<file path="src/rtl/voice_slot_sequencer.sv">
// Time-division voice slot sequencer: four-phase slot counter, datapath strobes and
// parameter-RAM port arbitration. Optional trailing idle slot enabled by SEQ_IDLE_SLOT_EN.
module voice_slot_sequencer #(
   parameter int unsigned VOICES = 16,
   parameter int unsigned VW     = 4,
   parameter int unsigned DW     = 8
) (
   input  logic          CK,
   input  logic          CL,
   input  logic          RUN,
   output logic [VW-1:0] VOICE,
   output logic [1:0]    PHASE,
   output logic [3:0]    PH_STB,
   output logic          PRD_EN,
   output logic [VW-1:0] PRD_ADDR,
   output logic          ACC_CLR,
   output logic          ACC_LD,
   output logic          WB_EN,
   output logic          FRAME,
   output logic          BUSY,
   input  logic          WREQ,
   input  logic [VW-1:0] WADDR,
   input  logic [DW-1:0] WDATA,
   output logic          WACK,
   output logic          PWR_EN,
   output logic [VW-1:0] PWR_ADDR,
   output logic [DW-1:0] PWR_DATA
);

   typedef enum logic [1:0] {StIdle, StRun, StDrain} state_e;

   localparam logic [VW-1:0] LastVoice = VW'(VOICES - 1);

   state_e          state_q, state_d;
   logic [VW+1:0]   cnt_q, cnt_d;
   logic            pend_q, pend_d;
   logic            rearm_q, rearm_d;
   logic            wack_q;
   logic [VW-1:0]   waddr_q;
   logic [DW-1:0]   wdata_q;
   logic            active, last, frame_end, islot, grant, capture;

   assign VOICE    = cnt_q[VW+1:2];
   assign PHASE    = cnt_q[1:0];
   assign active   = (state_q != StIdle);
   assign last     = (VOICE == LastVoice) && (PHASE == 2'd3);

`ifdef SEQ_IDLE_SLOT_EN
   logic islot_q, islot_d;
   assign islot     = islot_q;
   assign frame_end = islot_q && (PHASE == 2'd3);
`else
   assign islot     = 1'b0;
   assign frame_end = last;
`endif

   always_comb begin
      state_d = state_q;
      cnt_d   = cnt_q + (VW+2)'(1);
`ifdef SEQ_IDLE_SLOT_EN
      // Idle slot holds voice 0 while the phase bits count; it ends the frame.
      islot_d = islot_q;
      if (islot_q) begin
         if (PHASE == 2'd3) begin
            islot_d = 1'b0;
            cnt_d   = '0;
         end
      end else if (last) begin
         islot_d = 1'b1;
         cnt_d   = '0;
      end
`endif
      case (state_q)
         StIdle: begin
            cnt_d = '0;
            if (RUN) state_d = StRun;
         end
         StRun: begin
            if (!RUN) state_d = StDrain;
         end
         StDrain: begin
            if (RUN) begin
               state_d = StRun;
            end else if (frame_end) begin
               state_d = StIdle;
               cnt_d   = '0;
            end
         end
         default: begin
            state_d = StIdle;
            cnt_d   = '0;
         end
      endcase
   end

   // Capture and grant are mutually exclusive because they key off opposite pend_q values.
   assign grant   = pend_q && (!active || (PHASE == 2'd2) || islot);
   assign capture = !pend_q && rearm_q && WREQ;

   always_comb begin
      pend_d  = pend_q;
      rearm_d = rearm_q;
      if (capture) begin
         pend_d  = 1'b1;
         rearm_d = 1'b0;
      end else begin
         if (grant) pend_d = 1'b0;
         if (!WREQ) rearm_d = 1'b1;
      end
   end

   always_ff @(posedge CK) begin
      if (CL) begin
         state_q <= StIdle;
         cnt_q   <= '0;
         pend_q  <= 1'b0;
         rearm_q <= 1'b1;
         wack_q  <= 1'b0;
         waddr_q <= '0;
         wdata_q <= '0;
`ifdef SEQ_IDLE_SLOT_EN
         islot_q <= 1'b0;
`endif
      end else begin
         state_q <= state_d;
         cnt_q   <= cnt_d;
         pend_q  <= pend_d;
         rearm_q <= rearm_d;
         wack_q  <= grant;
         if (capture) begin
            waddr_q <= WADDR;
            wdata_q <= WDATA;
         end
`ifdef SEQ_IDLE_SLOT_EN
         islot_q <= islot_d;
`endif
      end
   end

   always_comb begin
      PH_STB  = active ? ~(4'b0001 << PHASE) : 4'b1111;
      PRD_EN  = active && !islot && (PHASE == 2'd0);
      ACC_CLR = active && !islot && (PHASE == 2'd0);
      ACC_LD  = active && !islot && (PHASE == 2'd1);
      WB_EN   = active && !islot && (PHASE == 2'd3);
      FRAME   = active && frame_end;
      BUSY    = active;
   end

   assign PRD_ADDR = VOICE;
   assign PWR_EN   = grant;
   assign PWR_ADDR = waddr_q;
   assign PWR_DATA = wdata_q;
   assign WACK     = wack_q;

endmodule

</file>
<file path="config.mk">
export PLATFORM = sky130hd
export DESIGN_NAME = voice_slot_sequencer
export DESIGN_NICKNAME = d
export VERILOG_FILES = /design/src/rtl/voice_slot_sequencer.sv
export SDC_FILE = /design/constraint.sdc
export NUM_CORES = 1
export LEC_CHECK = 0
export CAP_MARGIN = 10
export CORE_UTILIZATION = 43
export CTS_BUF_LIST = sky130_fd_sc_hd__clkbuf_8 sky130_fd_sc_hd__clkbuf_16
export CTS_CLUSTER_SIZE = 14
export DETAILED_ROUTE_END_ITERATION = 6
export MAX_ROUTING_LAYER = met4
export PLACE_DENSITY = 0.84
export SETUP_SLACK_MARGIN = 0.1
export SKIP_LAST_GASP = 1
export SLEW_MARGIN = 10
export SYNTH_ARGS = -nofsm -noshare
export SYNTH_HDL_FRONTEND = slang
export SYNTH_SLANG_ARGS = --single-unit
</file>
<file path="constraint.sdc">
create_clock -name CK -period 4.49 [get_ports CK]
set_input_delay 0.898 -clock CK [delete_from_list [all_inputs] [get_ports CK]]
set_output_delay 0.898 -clock CK [all_outputs]
set_load 0.05 [all_outputs]
</file>
==> After elaboration in Yosys (flattened, before gate mapping) <==
Cells that the tools add are included.
{ "totals": {"register_bits": 23, "in_bits": 16, "wordCells": 49} }
{ "classes": {"add_sub_neg": 1, "eq_ne": 10, "shift": 1, "mux": 13, "bitwise": 1, "reduce_logical": 16} }
{ "ops": {"columns": ["cell", "n"], "rows": [
  ["two-way mux 6 bit", 2],
  ["one-hot mux 6 bit (2 select lines)", 1],
  ["logical AND 1 bit", 8],
  ["two-way mux 2 bit", 4],
  ["adder 6 x 1 -> 6 bit (second input constant)", 1],
  ["equality test 2 bit (second input constant)", 3],
  ["one-hot mux 2 bit (3 select lines)", 1],
  ["equality test 2 x 1 -> 1 bit (second input constant)", 2],
  ["equality test 4 bit (second input constant)", 1],
  ["zero test 2 bit", 2],
  ["two-way mux 1 bit", 4],
  ["two-way mux 4 bit", 1],
  ["!= test 2 bit (second input constant)", 2],
  ["NOT 4 bit", 1],
  ["nonzero test 2 bit", 2],
  ["left shift 1 x 2 -> 4 bit (first input constant)", 1],
  ["!= test 3 bit (second input constant)", 1],
  ["AND reduction 3 bit", 1],
  ["zero test 1 bit", 2],
  ["!= test 2 x 1 -> 1 bit (second input constant)", 1],
  ["logical OR 1 bit", 1]
]} }

==> Depth between registers and ports, before layout <==
Gate-level depths: netlist of run 1.
{ "logic_depth": {"ltp_word": 6, "depth_mapped": 7, "depth_no_buf": 6} }

==> Worst setup path after synthesis of run 1 <==
No wires, ideal clock.
{ "synth_timing": {"kind": "reg-to-output", "start": "register cnt_q[0]", "end": "output port FRAME", "arrival_ns": 2.252, "t_required_ns": 3.592, "slack_ns": 1.340, "stages_incl_launch_ff": 4, "path_cell_list": "dfxtp_1 > ha_1 > nand3_2 > nor3_1"} }
{ "synth_between": {"elab_chain_len": 3} }
{ "synth_rtl": {"columns": ["element", "line", "source"], "rows": [
  ["start, declared", "35", "logic [VW+1:0] cnt_q, cnt_d;"],
  ["start signal, assigned", "126", "cnt_q <= cnt_d;"],
  ["equality test 2 bit", "46", "assign last = (VOICE == LastVoice) && (PHASE == 2'd3);"],
  ["logical AND 1 bit", "46", null],
  ["logical AND 1 bit", "146", "FRAME = active && frame_end;"],
  ["end, declared", "19", "output logic FRAME,"]
]} }
Every way passes these cells.

==> Worst setup path in the final report of run 1 <==
{ "layout_timing": {"start": "register state_q[0]", "end": "output port PRD_EN"} }
{ "layout_between": {"elab_chain_len": 2} }
{ "layout_rtl": {"columns": ["element", "line", "source"], "rows": [
  ["start, declared", "34", "state_e state_q, state_d;"],
  ["start signal, assigned", "114", "state_q <= StIdle;"],
  ["start signal, assigned", "125", "state_q <= state_d;"],
  ["nonzero test 2 bit", "45", "assign active = (state_q != StIdle);"],
  ["logical AND 1 bit", "142", "PRD_EN = active && !islot && (PHASE == 2'd0);"],
  ["end, declared", "14", "output logic PRD_EN,"]
]} }
Every way passes these cells.

==> impl_metrics.tcl, run 1 <==
set metrics [dict create \
    cts_hold_buffers 0 \
    path_cells "inv_1, ha_1, nor2b_1, clkdlybuf4s50_1" \
    postCtsSetupRepairBufs 0 \
    sw_frac_of_total 0.4139 \
    cts-root-buf "clkbuf_8" \
    clkPwrFrac 0.185 \
    hold_viol_final 0 \
    holdWs_ps 455.6 \
    yosysSeqAreaShare 0.4365 \
    intPower_mw 0.3847 \
    drt_iter0_drc 5 \
    port_buffers 49 \
    die-width_um 51.53 \
    start_util 0.4678 \
    arrival_ps 2120 \
    synthesis.area_um2 1055 \
    via_per_inst 4.787 \
    tightest_slew_ps 695.7 \
    setup_viol 0 \
    cpPeakStageDelay_ps 850 \
    top_usage_layer "met2" \
    ir_worst_vdd_mv 0.4001 \
    die_height_um 51.53 \
    numCtsBuffers 3 \
    synth-seq-cells 23 \
    grt_max_degree 16 \
    grt_pass1_wl_um 3698 \
    path_clk_slew_ps 80 \
    cts_buffer_depth 2 \
    drt-total-wl_um 2300 \
    cp-end-kind "output port" \
    fmax_ghz 0.3317 \
    cts_tree "built" \
    drive_gt1_frac 0.03448 \
    max_slew_margin 0.5345 \
    path_max_fanout 9 \
    clock-sinks 23 \
    antennaDiodeCount 0 \
    rsz0062_at_grt "false" \
    tns_ps 0 \
    min_path_type "reg -> reg" \
    switching_power_mw 0.2717 \
    period_share 0.6714 \
    fin_nets 199 \
    use_met3 0.02339 \
    leakage_nw 0.6020 \
    die_area_um2 2655 \
    synth_fp_nets 154 \
    combPwrFrac 0.456 \
    yosys_warnings 0 \
    fin_cells 202 \
    place.gp.congestion 0.7029 \
    grt_usage 0.1874 \
    rows 17 \
    hp-start "PWR_DATA[2]" \
    path_class "reg -> out" \
    drtPass1Iterations 4 \
    p_per_area_nw_per_um2 417.3 \
    cp_slowest_cell "clkdlybuf4s50_1" \
    finalClockSkew_ps 1.581 \
    drv_cap 0 \
    synth_cell_types 25 \
    grt_pass1_vias 900 \
    hold_depth 2 \
    globalRouteMet2Util 0.3420 \
    ios 50 \
    htreeDepth 1 \
    postSynthAreaPerCell_um2 8.114 \
    pwr-share-seq 0.359 \
    antenna_found_initial 0 \
    wl_per_cell_um 11.39 \
    area_growth_pct 49.11 \
    r2r_start "state_q[0]" \
    dp_cells 198 \
    clock_latency_ps 250 \
    dp_hpwl_um 1774 \
    status "finished, final reports clean" \
    drc_errors 0 \
    slew_violations 0 \
    netlist_instances 130 \
    grt_overflow 0 \
    core_um2 2255 \
    cts_resized 0 \
    use_met1 0.2080 \
    ff2ff_path_depth 5 \
    cp-startpoint "state_q[0]" \
    cp_data_required_time_ps 3590 \
    num_vias 967 \
    antenna_left 0 \
    min_period_ps 3015 \
    start_kind "register" \
]
[per-layer routing]
layer	wire, µm	vias up
li1	-	499
met1	977	428
met2	1139	38
met3	172	2
met4	10	0
met5	0	-
[cell usage in the layout, fill, tap and decap left out]
| cell | instances |
|---|---|
| or2_1 | 2 |
| and2_1 | 1 |
| a21oi_1 | 14 |
| clkbuf_8 | 3 |
| nor3_1 | 2 |
| o211ai_1 | 1 |
| nand3_2 | 1 |
| a211o_1 | 1 |
| mux2i_1 | 1 |
| xnor2_1 | 1 |
| and3_1 | 1 |
| nor2_1 | 8 |
| nand3_1 | 4 |
| inv_1 | 11 |
| nor2b_1 | 3 |
| o21a_1 | 1 |
| or4_4 | 1 |
| dfxtp_1 | 23 |
| clkdlybuf4s50_1 | 49 |
| a21oi_2 | 1 |
| nand2_1 | 32 |
| xor2_1 | 3 |
| ha_1 | 8 |
| o21ai_1 | 1 |
| nor4_1 | 1 |
[layout make-up]
class	instances	area, µm²
timing repair buffer	49	490.5
sequential	23	460.4
multi-input combinational	88	504.2
tap	28	35.03
fill	199	681.9
clock inverter	1	3.754
clock buffer	3	41.29
inverter	10	37.54
[cells in the mapped netlist, drive strengths merged]
master  number  area [µm²]
nand2       32       120.1
dfxtp       23       460.4
a21oi       15       78.83
inv         10       37.54
ha           8       100.1
nor2         8       30.03
buf          5       37.54
nand3        5       30.03
clkbuf       4       15.01
nor2b        3       18.77
xor2         3       26.28
nor3         2       10.01
or2          2       12.51
a211o        1       8.760
and2         1       6.260
and3         1       6.260
mux2i        1       10.01
nor4         1       6.260
o211ai       1       7.510
o21a         1       7.510
o21ai        1       5.000
or4          1       11.26
xnor2        1       8.760
[logic make-up (layout without fill, tap and decap cells)]
logic type               after synthesis  in the layout  synth area share
adder cells (fa/ha/maj)                8              8           0.09490
flip-flops                            23             23            0.4365
buffers and inverters                 19             63           0.08541
XOR/XNOR                               4              4           0.03322
AND/OR/NAND/NOR                       56             56            0.2385
AO/OA/AOI/OAI                         19             19            0.1020
multiplexers                           1              1          0.009490
[power by group through the flow]
stage               logic, mW  clock network, mW  registers, mW
global placement        0.293                  0          0.239
finish                  0.299              0.121          0.236
floorplan               0.178                  0          0.273
global route            0.318              0.133          0.239
detailed placement      0.298                  0          0.240
CTS                     0.301              0.125          0.236
[worst max-delay path, delay by kind of cell, from the launching register on]
kind	cells	cell delay [ps]
buffers and inverters	2	940
adders and majority gates	1	310
DFF	1	390
and+or+nand+nor	1	220
[sequential cells by signal, indices dropped and copies added, names as in the netlist]
signal	count
PWR_ADDR	4
PWR_DATA	8
WACK	1
cnt_q	6
pend_q	1
rearm_q	1
state_q	2
[per-stage QoR]
stage | setup WS (ps) | cell area (µm²) | utilization | total power, mW
after global routing | 1365 | 1573 | 0.6976 | 0.6893
after floorplan | 1340 | 1055 | - | 0.4501
after global placement | 1810 | 1528 | 0.6776 | 0.5317
after CTS | 1455 | 1573 | 0.6976 | 0.6624
final | 1475 | 1573 | 0.6976 | 0.6564
after detailed placement | 1771 | 1528 | 0.6776 | 0.5386
[final timing paths]
check,endpoint,slack (ps)
max,PRD_EN,1480
min,PWR_DATA[2],460
max reg2reg,state_q[0],2650
min reg2reg,PWR_DATA[2],460
Power figures use the tool's default switching activity.
==> inputs of run 2 (changes only) <==
--- a/config.mk
+++ b/config.mk
@@ -6,12 +6,12 @@
 export NUM_CORES = 1
 export LEC_CHECK = 0
 export CAP_MARGIN = 10
-export CORE_UTILIZATION = 43
+export CORE_UTILIZATION = 36
 export CTS_BUF_LIST = sky130_fd_sc_hd__clkbuf_8 sky130_fd_sc_hd__clkbuf_16
 export CTS_CLUSTER_SIZE = 14
 export DETAILED_ROUTE_END_ITERATION = 6
 export MAX_ROUTING_LAYER = met4
-export PLACE_DENSITY = 0.84
+export PLACE_DENSITY = 0.75
 export SETUP_SLACK_MARGIN = 0.1
 export SKIP_LAST_GASP = 1
 export SLEW_MARGIN = 10
==> constraint.sdc (replaced) <==
create_clock -name CK -period 2.6 [get_ports CK]
set_input_delay 0.52 -clock CK [delete_from_list [all_inputs] [get_ports CK]]
set_output_delay 0.52 -clock CK [all_outputs]
set_load 0.05 [all_outputs]
==> run 2 against run 1 <==
Register-to-register slack lost 1900 ps. Core utilization shrank 12 points. Critical path depth is the same. Clock-buffer cell count is the same. Non-clock buffer count grew 2. Die area grew 19%. Routed wire length grew 3.3%. First-iteration DRC count grew to 5.0 times the previous value. Critical endpoint is now ACC_LD. Highest routed layer unchanged.
==> impl_metrics.tcl, run 2 (same netlist as run 1, synthesis figures left out) <==
set metrics [dict create \
    power.total_mw 1.128 \
    die_height_um 56.13 \
    fin_cells 207 \
    num_vias 983 \
    period_share 0.8839 \
    fmax_ghz 0.4351 \
    core_um2 2758 \
    drive_gt1_frac 0.1023 \
    rsz0062_at_grt "false" \
    cpPeakStageDelay_ps 530 \
    area_growth_pct 50.06 \
    grt_overflow 0 \
    drv_cap 0 \
    cp-end-kind "output port" \
    finalClockSkew_ps 2.787 \
    tns_ps 0 \
    arrival_ps 1780 \
    grt_pass1_wl_um 3988 \
    slew_violations 0 \
    clock_latency_ps 260 \
    drt-total-wl_um 2375 \
    fin_nets 201 \
    cp_data_required_time_ps 2080 \
    ios 50 \
    antennaDiodeCount 0 \
    multiInputGateArea_um2 516.7 \
    tightest_slew_ps 509.8 \
    rr_endpoint "state_q[0]" \
    min_path_type "reg -> reg" \
    drt_iter0_drc 25 \
    final_cell_mix "clkdlybuf4s50_1 (38), nand2_1 (32), dfxtp_1 (23), a21oi_1 (14), inv_1 (11)" \
    path_cells "inv_1, ha_1, nor2b_2, dlygate4sd2_1" \
    grt_pass1_vias 943 \
    hold_path_end "PWR_DATA[5]" \
    cts_hold_buffers 0 \
    place.gp.congestion 0.7496 \
    ir_worst_vdd_mv 0.6216 \
    hp-start "PWR_DATA[5]" \
    hold_viol_final 0 \
    start_util 0.3825 \
    clock-sinks 23 \
    ff2ff_path_depth 5 \
    cts_resized 5 \
    layout_commonest_cell "clkdlybuf4s50_1" \
    cts-root-buf "clkbuf_8" \
    start_kind "register" \
    postCtsSetupRepairBufs 0 \
    antenna_left 0 \
    min_period_ps 2298 \
    htreeDepth 1 \
    numCtsBuffers 3 \
    dp_hpwl_um 1845 \
    via_per_inst 4.749 \
    port_buffers 49 \
    utilization 0.5740 \
    nFillCells 260 \
    path_clk_slew_ps 70 \
    final_area_um2 1583 \
    rows 19 \
    leakage_nw 0.6288 \
    die_area_um2 3151 \
    place_area_um2 1544 \
    p_per_area_nw_per_um2 713.0 \
    path_max_fanout 9 \
    hold_depth 2 \
    r2r_start "state_q[0]" \
    reg2reg_slack_ps 710 \
    wl_per_cell_um 11.47 \
    die-width_um 56.13 \
    drc_errors 0 \
    largest_reg_flops 8 \
    max_slew_margin 0.6590 \
    grt_usage 0.1629 \
    drtPass1Iterations 4 \
    path_class "reg -> out" \
    cts_buffer_depth 2 \
    seq_area_um2 460.4 \
    cts_tree "built" \
    antenna_found_initial 0 \
    grt_max_degree 16 \
    cp_slowest_cell "dlygate4sd2_1" \
    status "finished, final reports clean" \
    dp_cells 203 \
    setup_viol 0 \
]
==> run 2: cell types whose count changed in the layout (fill, tap and decap cells not counted), sizes merged <==
| cell | change |
|---|---|
| clkdlybuf4s50 | -11 |
| buf | +8 |
| dlygate4sd2 | +5 |
==> run 2: layout make-up <==
cell class / count / share of cell area
multi-input combinational: 88 / 0.3265
tap: 31 / 0.02451
sequential: 23 / 0.2909
clock buffer: 3 / 0.02609
clock inverter: 1 / 0.002372
inverter: 10 / 0.02372
timing repair buffer: 51 / 0.3059
==> run 2: per-stage QoR <==
| step | setup WS, ps | hold slack (ps) |
|---|---|---|
| 6_report | 301.9 | 458.4 |
| 5_1_grt | 201.8 | 470.6 |
| 3_5_place_dp | 304.7 | 449.4 |
| 4_1_cts | 290.0 | 460.0 |
| 2_1_floorplan | 192.2 | 461.2 |
| 3_3_place_gp | 355.8 | 442.7 |
==> run 2: critical path, delay by kind of cell, from the launching register on <==
| kind | cells | cell delay, ps |
|---|---|---|
| fa+ha+maj | 1 | 340 |
| simple gates | 1 | 170 |
| flops | 1 | 390 |
| buf+inv | 2 | 610 |
==> run 2: power by group <==
group	internal, mW	switching [mW]	leakage, nW
registers	0.383	0.0259	0.188
clock network	0.105	0.102	0.0269
logic	0.165	0.348	0.414
==> run 2: routing by layer <==
| metal | track usage | up-vias | part of all wire |
|---|---|---|---|
| met5 | - | - | 0 |
| met4 | 0.07666 | 0 | 0.019 |
| met3 | 0.03256 | 6 | 0.089 |
| met2 | 0.2823 | 51 | 0.45 |
| met1 | 0.1783 | 426 | 0.44 |
| li1 | - | 500 | - |
==> run 2: worst max-delay path by stage <==
stage,from,depth (start not counted),end,slack [ps]
global route,state_q[0],4,ACC_LD,200
floorplan,cnt_q[0],3,PH_STB[3],190
CTS,state_q[0],4,ACC_LD,290
detailed placement,state_q[0],4,WB_EN,300
global placement,state_q[0],4,ACC_LD,360
finish,state_q[0],4,ACC_LD,300
